**src/rtl/multicycle_pkg.sv**
```systemverilog
// Shared types and encodings for the multi-cycle RV32 sequencing controller.
// The TRAP state is only reachable when MULTICYCLE_ILLEGAL_TRAP_EN is defined.
package multicycle_pkg;

  typedef enum logic [3:0] {
    S_FETCH  = 4'd0,
    S_DECODE = 4'd1,
    S_MEMADR = 4'd2,
    S_MEMRD  = 4'd3,
    S_MEMWB  = 4'd4,
    S_MEMWR  = 4'd5,
    S_EXECR  = 4'd6,
    S_ALUWB  = 4'd7,
    S_BEQ    = 4'd8,
    S_TRAP   = 4'd9
  } state_e;

  localparam logic [6:0] OP_LW  = 7'b0000011;
  localparam logic [6:0] OP_SW  = 7'b0100011;
  localparam logic [6:0] OP_R   = 7'b0110011;
  localparam logic [6:0] OP_BEQ = 7'b1100011;

  localparam logic [2:0] ALU_ADD = 3'b000;
  localparam logic [2:0] ALU_SUB = 3'b001;
  localparam logic [2:0] ALU_AND = 3'b010;
  localparam logic [2:0] ALU_OR  = 3'b011;
  localparam logic [2:0] ALU_SLT = 3'b101;
  localparam logic [2:0] ALU_XOR = 3'b111;

  localparam logic [1:0] SRCA_PC    = 2'b00;
  localparam logic [1:0] SRCA_OLDPC = 2'b01;
  localparam logic [1:0] SRCA_REGA  = 2'b10;

  localparam logic [1:0] SRCB_REGB = 2'b00;
  localparam logic [1:0] SRCB_IMM  = 2'b01;
  localparam logic [1:0] SRCB_FOUR = 2'b10;

  localparam logic [1:0] RES_ALUOUT    = 2'b00;
  localparam logic [1:0] RES_DATA      = 2'b01;
  localparam logic [1:0] RES_ALURESULT = 2'b10;

  localparam logic [1:0] IMM_I = 2'b00;
  localparam logic [1:0] IMM_S = 2'b01;
  localparam logic [1:0] IMM_B = 2'b10;

  function automatic logic is_known_op(input logic [6:0] op_v);
    return (op_v == OP_LW) || (op_v == OP_SW) || (op_v == OP_R) || (op_v == OP_BEQ);
  endfunction

endpackage

```
**src/rtl/mc_alu_op_decode.sv**
```systemverilog
// Combinational ALU-operation decoder for R-type instructions, consumed in EXECR.
module mc_alu_op_decode
  import multicycle_pkg::*;
(
  input  logic [2:0] i_funct3,
  input  logic       i_funct7_5,
  input  logic       i_op_5,
  output logic [2:0] o_alu_control
);

  // funct3 selects the operation; funct7[5] distinguishes sub from add
  always_comb begin
    o_alu_control = ALU_ADD;
    case (i_funct3)
      3'b000:  o_alu_control = ({i_op_5, i_funct7_5} == 2'b11) ? ALU_SUB : ALU_ADD;
      3'b010:  o_alu_control = ALU_SLT;
      3'b110:  o_alu_control = ALU_OR;
      3'b111:  o_alu_control = ALU_AND;
      3'b100:  o_alu_control = ALU_XOR;
      default: o_alu_control = ALU_ADD;
    endcase
  end

endmodule

```
**src/rtl/multicycle_controller.sv**
```systemverilog
// Moore sequencing controller for the multi-cycle RV32 core (shared ALU, unified memory).
// Define MULTICYCLE_ILLEGAL_TRAP_EN to trap unknown opcodes and expose the sticky `illegal` port.
module multicycle_controller
  import multicycle_pkg::*;
#(
  parameter int STATE_W = 4
) (
  input  logic               clk,
  input  logic               rst,
  input  logic [6:0]         op,
  input  logic [2:0]         funct3,
  input  logic [6:0]         funct7,
  input  logic               zero,
  input  logic               mem_ready,
  output logic               mem_req,
  output logic               mem_write,
  output logic               adr_src,
  output logic               ir_write,
  output logic               pc_write,
  output logic               reg_write,
  output logic [1:0]         alu_src_a,
  output logic [1:0]         alu_src_b,
  output logic [1:0]         imm_src,
  output logic [2:0]         alu_control,
  output logic [1:0]         result_src,
  output logic               retire,
  output logic [STATE_W-1:0] state_o
`ifdef MULTICYCLE_ILLEGAL_TRAP_EN
  ,
  output logic               illegal
`endif
);

  state_e     r_state;
  state_e     w_next;
  logic [2:0] w_dec_alu;
  logic       w_mem_req, w_mem_write, w_adr_src, w_ir_write, w_pc_write, w_reg_write, w_retire;
  logic [1:0] w_alu_src_a, w_alu_src_b, w_imm_src, w_result_src;
  logic [2:0] w_alu_control;
  logic       w_unused;

  assign w_unused = &{1'b0, funct7[6], funct7[4:0]};

  mc_alu_op_decode u_alu_dec (
    .i_funct3      (funct3),
    .i_funct7_5    (funct7[5]),
    .i_op_5        (op[5]),
    .o_alu_control (w_dec_alu)
  );

  // Next-state selection; FETCH/MEMRD/MEMWR hold until memory completes
  always_comb begin
    w_next = r_state;
    case (r_state)
      S_FETCH:  w_next = mem_ready ? S_DECODE : S_FETCH;
      S_DECODE: begin
        case (op)
          OP_LW, OP_SW: w_next = S_MEMADR;
          OP_R:         w_next = S_EXECR;
          OP_BEQ:       w_next = S_BEQ;
`ifdef MULTICYCLE_ILLEGAL_TRAP_EN
          default:      w_next = S_TRAP;
`else
          default:      w_next = S_FETCH;
`endif
        endcase
      end
      S_MEMADR: w_next = (op == OP_SW) ? S_MEMWR : S_MEMRD;
      S_MEMRD:  w_next = mem_ready ? S_MEMWB : S_MEMRD;
      S_MEMWR:  w_next = mem_ready ? S_FETCH : S_MEMWR;
      S_EXECR:  w_next = S_ALUWB;
      S_MEMWB, S_ALUWB, S_BEQ: w_next = S_FETCH;
`ifdef MULTICYCLE_ILLEGAL_TRAP_EN
      S_TRAP:   w_next = S_TRAP;
`endif
      default:  w_next = S_FETCH;
    endcase
  end

  // State register; the illegal flag is sticky until reset
`ifdef MULTICYCLE_ILLEGAL_TRAP_EN
  logic r_illegal;

  always_ff @(posedge clk) begin
    if (rst) begin
      r_state   <= S_FETCH;
      r_illegal <= 1'b0;
    end else begin
      r_state   <= w_next;
      r_illegal <= r_illegal | (w_next == S_TRAP);
    end
  end

  assign illegal = r_illegal & ~rst;
`else
  always_ff @(posedge clk) begin
    if (rst) begin
      r_state <= S_FETCH;
    end else begin
      r_state <= w_next;
    end
  end
`endif

  // Per-state control decode; TRAP and any stray encoding leave everything at 0
  always_comb begin
    w_mem_req     = 1'b0;
    w_mem_write   = 1'b0;
    w_adr_src     = 1'b0;
    w_ir_write    = 1'b0;
    w_pc_write    = 1'b0;
    w_reg_write   = 1'b0;
    w_retire      = 1'b0;
    w_alu_src_a   = SRCA_PC;
    w_alu_src_b   = SRCB_REGB;
    w_imm_src     = IMM_I;
    w_alu_control = ALU_ADD;
    w_result_src  = RES_ALUOUT;
    case (r_state)
      S_FETCH: begin
        w_mem_req    = 1'b1;
        w_alu_src_b  = SRCB_FOUR;
        w_result_src = RES_ALURESULT;
        w_ir_write   = mem_ready;
        w_pc_write   = mem_ready;
      end
      S_DECODE: begin
        w_alu_src_a = SRCA_OLDPC;
        w_alu_src_b = SRCB_IMM;
        w_imm_src   = IMM_B;
`ifdef MULTICYCLE_ILLEGAL_TRAP_EN
        w_retire    = 1'b0;
`else
        w_retire    = ~is_known_op(op);
`endif
      end
      S_MEMADR: begin
        w_alu_src_a = SRCA_REGA;
        w_alu_src_b = SRCB_IMM;
        w_imm_src   = (op == OP_SW) ? IMM_S : IMM_I;
      end
      S_MEMRD: begin
        w_mem_req = 1'b1;
        w_adr_src = 1'b1;
      end
      S_MEMWB: begin
        w_result_src = RES_DATA;
        w_reg_write  = 1'b1;
        w_retire     = 1'b1;
      end
      S_MEMWR: begin
        w_mem_req   = 1'b1;
        w_mem_write = 1'b1;
        w_adr_src   = 1'b1;
        w_retire    = mem_ready;
      end
      S_EXECR: begin
        w_alu_src_a   = SRCA_REGA;
        w_alu_src_b   = SRCB_REGB;
        w_alu_control = w_dec_alu;
      end
      S_ALUWB: begin
        w_result_src = RES_ALUOUT;
        w_reg_write  = 1'b1;
        w_retire     = 1'b1;
      end
      S_BEQ: begin
        w_alu_src_a   = SRCA_REGA;
        w_alu_src_b   = SRCB_REGB;
        w_alu_control = ALU_SUB;
        w_result_src  = RES_ALUOUT;
        w_pc_write    = zero;
        w_retire      = 1'b1;
      end
      default: begin
        w_retire = 1'b0;
      end
    endcase
  end

  // Reset overrides every output in the same cycle so an aborted access never strobes
  assign mem_req     = w_mem_req   & ~rst;
  assign mem_write   = w_mem_write & ~rst;
  assign adr_src     = w_adr_src   & ~rst;
  assign ir_write    = w_ir_write  & ~rst;
  assign pc_write    = w_pc_write  & ~rst;
  assign reg_write   = w_reg_write & ~rst;
  assign retire      = w_retire    & ~rst;
  assign alu_src_a   = rst ? 2'b00 : w_alu_src_a;
  assign alu_src_b   = rst ? 2'b00 : w_alu_src_b;
  assign imm_src     = rst ? 2'b00 : w_imm_src;
  assign alu_control = rst ? 3'b000 : w_alu_control;
  assign result_src  = rst ? 2'b00 : w_result_src;
  assign state_o     = rst ? '0 : STATE_W'(r_state);

endmodule

```
**config.mk**
```make
export PLATFORM = sky130hd
export DESIGN_NAME = multicycle_controller
export DESIGN_NICKNAME = d
export VERILOG_FILES = /design/src/rtl/multicycle_pkg.sv /design/src/rtl/mc_alu_op_decode.sv /design/src/rtl/multicycle_controller.sv
export SDC_FILE = /design/constraint.sdc
export NUM_CORES = 1
export LEC_CHECK = 0
export ABC_AREA = 1
export BUFFER_PORTS_ARGS = -buffer_cell sky130_fd_sc_hd__buf_4
export CORE_MARGIN = 2
export CORE_UTILIZATION = 43
export CTS_BUF_LIST = sky130_fd_sc_hd__clkbuf_2 sky130_fd_sc_hd__clkbuf_4 sky130_fd_sc_hd__clkbuf_8
export DETAILED_ROUTE_END_ITERATION = 12
export MAX_ROUTING_LAYER = met4
export PLACE_DENSITY = 0.95
export SYNTH_ARGS = -nofsm -noshare
export SYNTH_HDL_FRONTEND = slang
export SYNTH_HIERARCHICAL = 1
export SYNTH_SLANG_ARGS = --single-unit
```
**constraint.sdc**
```tcl
create_clock -name clk -period 2 [get_ports clk]
set_clock_uncertainty 0.1 [all_clocks]
set_input_delay 0.1 -clock clk [delete_from_list [all_inputs] [get_ports clk]]
set_output_delay 0.1 -clock clk [all_outputs]
set_load 0.01 [all_outputs]
```
==> results.md, run 1 <==
- Vias in the first global route: ~620
- Number of storage elements in the synthesis netlist: 4
- Portion of the post-synthesis area used by sequential elements: between 10 and 15%
- Net count, final: ~170
- Area of the core region: 1250 um2
- Htree depth: 1
- Number of unique standard cell types used by synthesis: 17
- Max reg flops: 4
- Leakage power total: roughly 0.51 nW
- Routed Antenna Nets: 0
- Slowest cell on the critical path: dfxtp_1
- Worst path cell trace: inv_1 -> nor2_1 -> nand2_1 -> nor2_1 -> nor2_1 -> a21oi_1 -> buf_4
- Insertion delay to the later sink of the worst-skew pair: between 0.2 and 0.25 ns
- Max-capacitance violation count: 0
- FMAX: between 600 and 700 MHz
- Wl on met1: between 600 and 700 um
- Worst hold slack: approximately 0.086 ns
- Total count of max-transition violations in the final report: 0
- Final setup vio count: 0
- Power consumption: between 0.2 and 0.3 mW
- Largest cells by area after synthesis: nand2_1 (22%), nor2_1 (17%), dfxtp_1 (14%), inv_1 (12%), nand3_1 (8.0%)
- Combinational family with the most area after synthesis: simple AND/OR/NAND/NOR gates
- Share of the synthesized area in the top cell type: approximately 22%
- Height of the die: around 40 um
- Xor/xnor share of the synthesized area: 0%
- Total length of routed wires: 1540 um
- Crit Path Category: register to output port
- Post-synthesis share of cell area spent on and, or, nand and nor gates: around three fifths
- Number of gates given a new drive strength after cts: 0
- Crit. Startpoint: r_state[0]
- Synthesized net count: approximately 140
- Hold/Removal Path Class: input pin to register
- RSZ-0062 raised after global routing: false
- Top cell type by total area after synthesis: nand2_1
- R2r startpoint: r_state[0]
- Total die area: 1610 um2
- TritonCTS Sinks: 4
- Largest fanout on the critical path: 4
- GP Congestion: ~0.9
- Part of the cycle the worst path needs: roughly four fifths
- Diode count: 0
- Post-route worst setup slack: approximately 0.4 ns
- Gr usage total: 23.3%
- Met3 wire len: slightly below 100 um
- Top Registers: r_state (4)
- Max stage delay on crit path: ~0.36 ns
- Cell repeated most along the worst path: nor2_1
- TritonCTS buffer count: 3
- Period minus WS final: around 1.6 ns
- Worst Tran Pin Value: between 0.3 and 0.4 ns
- Crit path launch type: register
- Mapped Avg Cell Area: around 4.9 um2
- Half-perimeter wire length after placement: 1240 um
- Share of layout cells above drive strength 1: between 30% and 40%
- Synth Area in Compound Gates: around 7%
- Worst slack after detailed placement: about 0.7 ns
- Status: finished clean
- PD cells: 328 nW/um2
- Register with the most flip-flops: r_state
- Clock slew seen by the registers of the worst setup and hold paths: about 0.040 ns
- Slew margin rel.: between 70 and 80%
- Post-CTS setup-driven buffer insertion count: 0
- Synthesis warning total: 6
- Number of placed instances with taps included: approximately 160
- Global route overflow: 0
- Worst setup EP type: output port
- Number of placement rows: 13
- P&R area growth vs syn: 51.4%
- WP data arrival: approximately 1.4 ns
- Count of TritonRoute iterations in the first routing pass: 4
- Gate Count Post-Synth: about 110
- Post-DR vias/cell: 4.84
- Number of fillers in the final layout: roughly 110
- Data required time of the critical path: about 1.8 ns
- Clock Path Buffers: 2
- Global-route wire length before repair: between 2000 and 2500 um
- Final std cells w/o fill: 164
- Number of antenna violations at the first check in global routing: 0
- Starting utilization of the core area: 44.9%
- CTS tree: built
- Port bufs: 36
- Mapped cell area: between 500 and 600 um2
- Maximum vdd drop: around 0.25 mV
- Largest net degree at the start of global routing: 24
- Average wire per standard cell: just over 9 um
- Uppermost layer routed: met4
- Die Span X: 40.1 um
- Final hold violation count: 0
- Setup total negative slack: 0 ns
- Number of primary I/O pins: 43
- Initial DRC count: 18
- Post-cts hold buffer count: 0
- Mux contribution to synthesized area: 0%
- Share of synthesized cell area in full adder, half adder and majority cells: 0%
- Post-detailed-route DRC marker count: 0
- Via count of the routed design: 794
- Launch instance of the worst min-delay path: op[4]
- Cell chosen for the clock root: clkbuf_4
- Detailed route wirelength on metal2: around 800 um
-- per-stage QoR --
stage | area [um2] | util, %
floorplan | 562 | -
global placement | 828 | 66.1
detailed placement | 828 | 66.1
CTS | 851 | 67.9
global route | 851 | 67.9
finish | 851 | 67.9
-- power breakdown --
part	total, mW	internal (mW)	switching [mW]
combinational	0.0922	0.0435	0.0487
clock	0.104	0.0674	0.0369
sequential	0.0829	0.0816	0.00131
-- worst paths after layout --
check	cells after the start	slack, ns	to
worst max register to register	9	0.76	r_state[2]
worst min-delay path	4	0.09	r_state[3]
worst min register to register	4	0.53	r_state[3]
worst max-delay path	7	0.40	retire
-- routing by layer --
layer	track usage, %	vias up
met3	5.00	4
li1	-	412
met2	39.9	33
met1	25.5	345
met5	-	-
met4	10.3	0
-- synth_stat cells --
| master | count |
|---|---|
| clkbuf_1 | 2 |
| buf_4 | 2 |
| nor2_1 | 25 |
| nor2_2 | 5 |
| a21oi_1 | 5 |
| inv_1 | 18 |
| inv_2 | 2 |
| nor4_1 | 1 |
| dfxtp_1 | 4 |
| nor2_4 | 1 |
| a21oi_2 | 1 |
| nand3_1 | 9 |
| o22ai_1 | 1 |
| nand2_1 | 33 |
| nand2_2 | 1 |
| nor3_1 | 3 |
| nand2_4 | 1 |
-- kinds of logic (layout without fill, tap and decap cells) --
family | count (synthesis) | count (layout)
and+or+nand+nor | 79 | 79
AOI/OAI and AO/OA | 7 | 7
DFF | 4 | 4
buffers and inverters | 24 | 59
-- worst max-delay path, delay by kind of cell (launching register included) --
kind / cells / cell delay [ns]
buffers and inverters: 2 / 0.22
AO/OA/AOI/OAI: 1 / 0.14
flip-flops: 1 / 0.36
AND/OR/NAND/NOR: 4 / 0.43
-- layout by cell type, fill, tap and decap left out, drive strengths merged --
cell / netlist / routed
buf: 2 / 36
nand2: 35 / 35
nor2: 31 / 31
inv: 20 / 20
nand3: 9 / 9
a21oi: 6 / 6
dfxtp: 4 / 4
nor3: 3 / 3
clkbuf: 2 / 3
nor4: 1 / 1
o22ai: 1 / 1
-- final cells by class --
type / count / area [um2] / area share (%)
clock buffers: 3 / 22.5 / 2.65
well taps: 15 / 18.8 / 2.21
multi-input cells: 86 / 384 / 45.1
flip-flops and latches: 4 / 80.1 / 9.41
repair buffers: 36 / 270 / 31.8
inverters: 20 / 75.1 / 8.82
Note: power is estimated with default switching activity, not from simulation.
==> run 2, diff against run 1 <==
Settings changed: CORE_UTILIZATION 43 to 40, PLACE_DENSITY 0.95 to 0.9.
Clock period 2 ns to 1.54 ns, I/O delays scaled along.
==> run 2 against run 1 <==
Power increased by 32%. Critical path depth decreased by 1. Worst setup slack got worse by 0.35 ns. Critical path type unchanged. Cell area increased by 4.7%. Non-clock buffer count increased by 1. Sequential share of layout area increased by 0.28 points. Core utilization increased by 0.53 points. Global-route usage decreased by 4.6 points. Largest cell class unchanged. First-iteration DRC count decreased by 28%. Clock-buffer cell count unchanged. Routed wire length increased by 8.4%.
==> results.md, run 2 (synthesized netlist as in run 1, its figures left out) <==
- Status: finished clean
- Combinational fraction of design power: between 30 and 40%
- Via count of the routed design: ~800
- Register with the most flip-flops: r_state
- Leading cell types in the layout, fill and taps excluded: buf_4 (37), nand2_1 (33), nor2_1 (22)
- Worst setup EP type: output port
- Largest net degree at the start of global routing: 24
- Htree depth: 1
- Post-detailed-route DRC marker count: 0
- Share of layout cells above drive strength 1: between 40% and 50%
- Switching Share: 32.1%
- Crit Path Category: register to output port
- Internal power component: between 0.2 and 0.3 mW
- Hold path cells: 4
- Diode count: 0
- Total length of routed wires: 1660 um
- PD cells: between 400 and 500 nW/um2
- Final std cells w/o fill: approximately 170
- Launch instance of the worst min-delay path: op[4]
- Endpoint of the worst hold path: r_state[3]
- RSZ-0062 raised after global routing: true
- Proportion of power drawn by flip-flops and latches: about 29%
- Routed Antenna Nets: 0
- WP data arrival: roughly 1.3 ns
- Part of the cycle the worst path needs: just under 100%
- Max-capacitance violation count: 0
- Net count, final: about 170
- Depth of the worst register-to-register path: 9
- Worst slack after detailed placement: 0.261 ns
- Vias in the first global route: 690
- FF+latch area: approximately 86 um2
- Initial DRC count: 13
- Global-route wire length before repair: roughly 2500 um
- Starting utilization of the core area: between 40% and 50%
- R2r setup slk: 0.32 ns
- Height of the die: 41.5 um
- Data required time of the critical path: approximately 1.4 ns
- FMAX: roughly 670 MHz
- Worst hold slack: 0.0437 ns
- Period minus WS final: around 1.5 ns
- Crit path launch type: register
- Half-perimeter wire length after placement: roughly 1300 um
- Hold/Removal Path Class: input pin to register
- Average wire per standard cell: ~10 um
- Area of the core region: ~1300 um2
- Largest fanout on the critical path: 5
- Clock slew seen by the registers of the worst setup and hold paths: about 0.050 ns
- Post-DR vias/cell: 4.95
- P&R area growth vs syn: 58.6%
- Slew margin rel.: between 70% and 80%
- Count of TritonRoute iterations in the first routing pass: 4
- Maximum vdd drop: roughly 0.29 mV
- Post-route worst setup slack: roughly 0.048 ns
- CTS tree: built
- Final hold violation count: 0
- Multi-input gate area in the final layout: 410 um2
- R2r startpoint: r_state[0]
- GP Congestion: 0.852
- TritonCTS Sinks: 4
- TritonCTS buffer count: 3
- Max reg flops: 4
- Most common cell after layout, fill and taps aside: buf_4
- Number of primary I/O pins: 43
- Gr usage total: between 10% and 20%
- Fraction of power consumed by the clock network: 37.7%
- Port bufs: 36
- Cell chosen for the clock root: clkbuf_4
- Number of fillers in the final layout: about 130
- Post-cts hold buffer count: 0
- Worst R2R End: r_state[2]
- Sw Pwr: 0.119 mW
- Number of placed instances with taps included: roughly 160
- Top Registers: r_state (4)
- Total count of max-transition violations in the final report: 0
- Number of placement rows: 13
- Worst Tran Pin Value: ~0.34 ns
- Global route overflow: 0
- Insertion delay to the later sink of the worst-skew pair: ~0.24 ns
- Clock Path Buffers: 2
- Die Span X: 41.5 um
- Total die area: around 1700 um2
- Leakage power total: slightly above 0.5 nW
- Final setup vio count: 0
- Number of antenna violations at the first check in global routing: 0
[run 2: cell count changes in the layout (fill, tap and decap cells not counted), sizes merged]
cell	delta
buf	+1
[run 2: cell type report]
| type | instances | share of cell area [%] |
|---|---|---|
| Multi-Input combinational cell | 86 | 46.1 |
| Timing Repair Buffer | 37 | 31.2 |
| Sequential cell | 4 | 9.69 |
| Inverter | 20 | 8.43 |
| Clock buffer | 3 | 2.53 |
| Tap cell | 15 | 2.11 |
[run 2: worst max-delay path by stage]
stage,startpoint,endpoint,slack (ns)
after floorplan,r_state[3],imm_src[1],0.32
after global placement,r_state[0],retire,0.30
after detailed placement,r_state[0],retire,0.26
after CTS,r_state[0],retire,0.005
after global routing,r_state[0],alu_control[0],-0.04
final,r_state[1],retire,0.05
[run 2: critical path, stage by stage (launching register included)]
cell     delay (ns)
dfxtp_4        0.36
nor2_4         0.12
nand3_1        0.16
nand2_1        0.11
nor2_1         0.06
a21oi_2        0.13
buf_4          0.13
[run 2: timing repair]
item	CTS	global route
gates resized for setup	0	13
setup endpoints to repair	0	10
buffers inserted	0	1
[run 2: stage by stage]
step                TNS [ns]  area [um2]  utilization [%]  power [mW]
finish                     0         891             68.5       0.370
global route         -0.0656         891             68.5       0.398
CTS                        0         851             65.4       0.362
detailed placement         0         828             63.7       0.228
global placement           0         828             63.7       0.224
floorplan                  0         562                -       0.170
[run 2: power by group through the flow]
stage	logic, mW	clock network, mW	registers [mW]
after floorplan	0.0606	0	0.109
after global placement	0.115	0	0.109
after detailed placement	0.118	0	0.109
after CTS	0.119	0.136	0.108
after global routing	0.136	0.154	0.108
final	0.123	0.139	0.108
[run 2: per-layer routing]
metal	up-vias	global-route usage [%]	routed length [um]
li1	416	-	-
met1	362	18.2	623
met2	33	35.6	916
met3	5	1.74	109
met4	0	10.3	15
met5	-	-	0
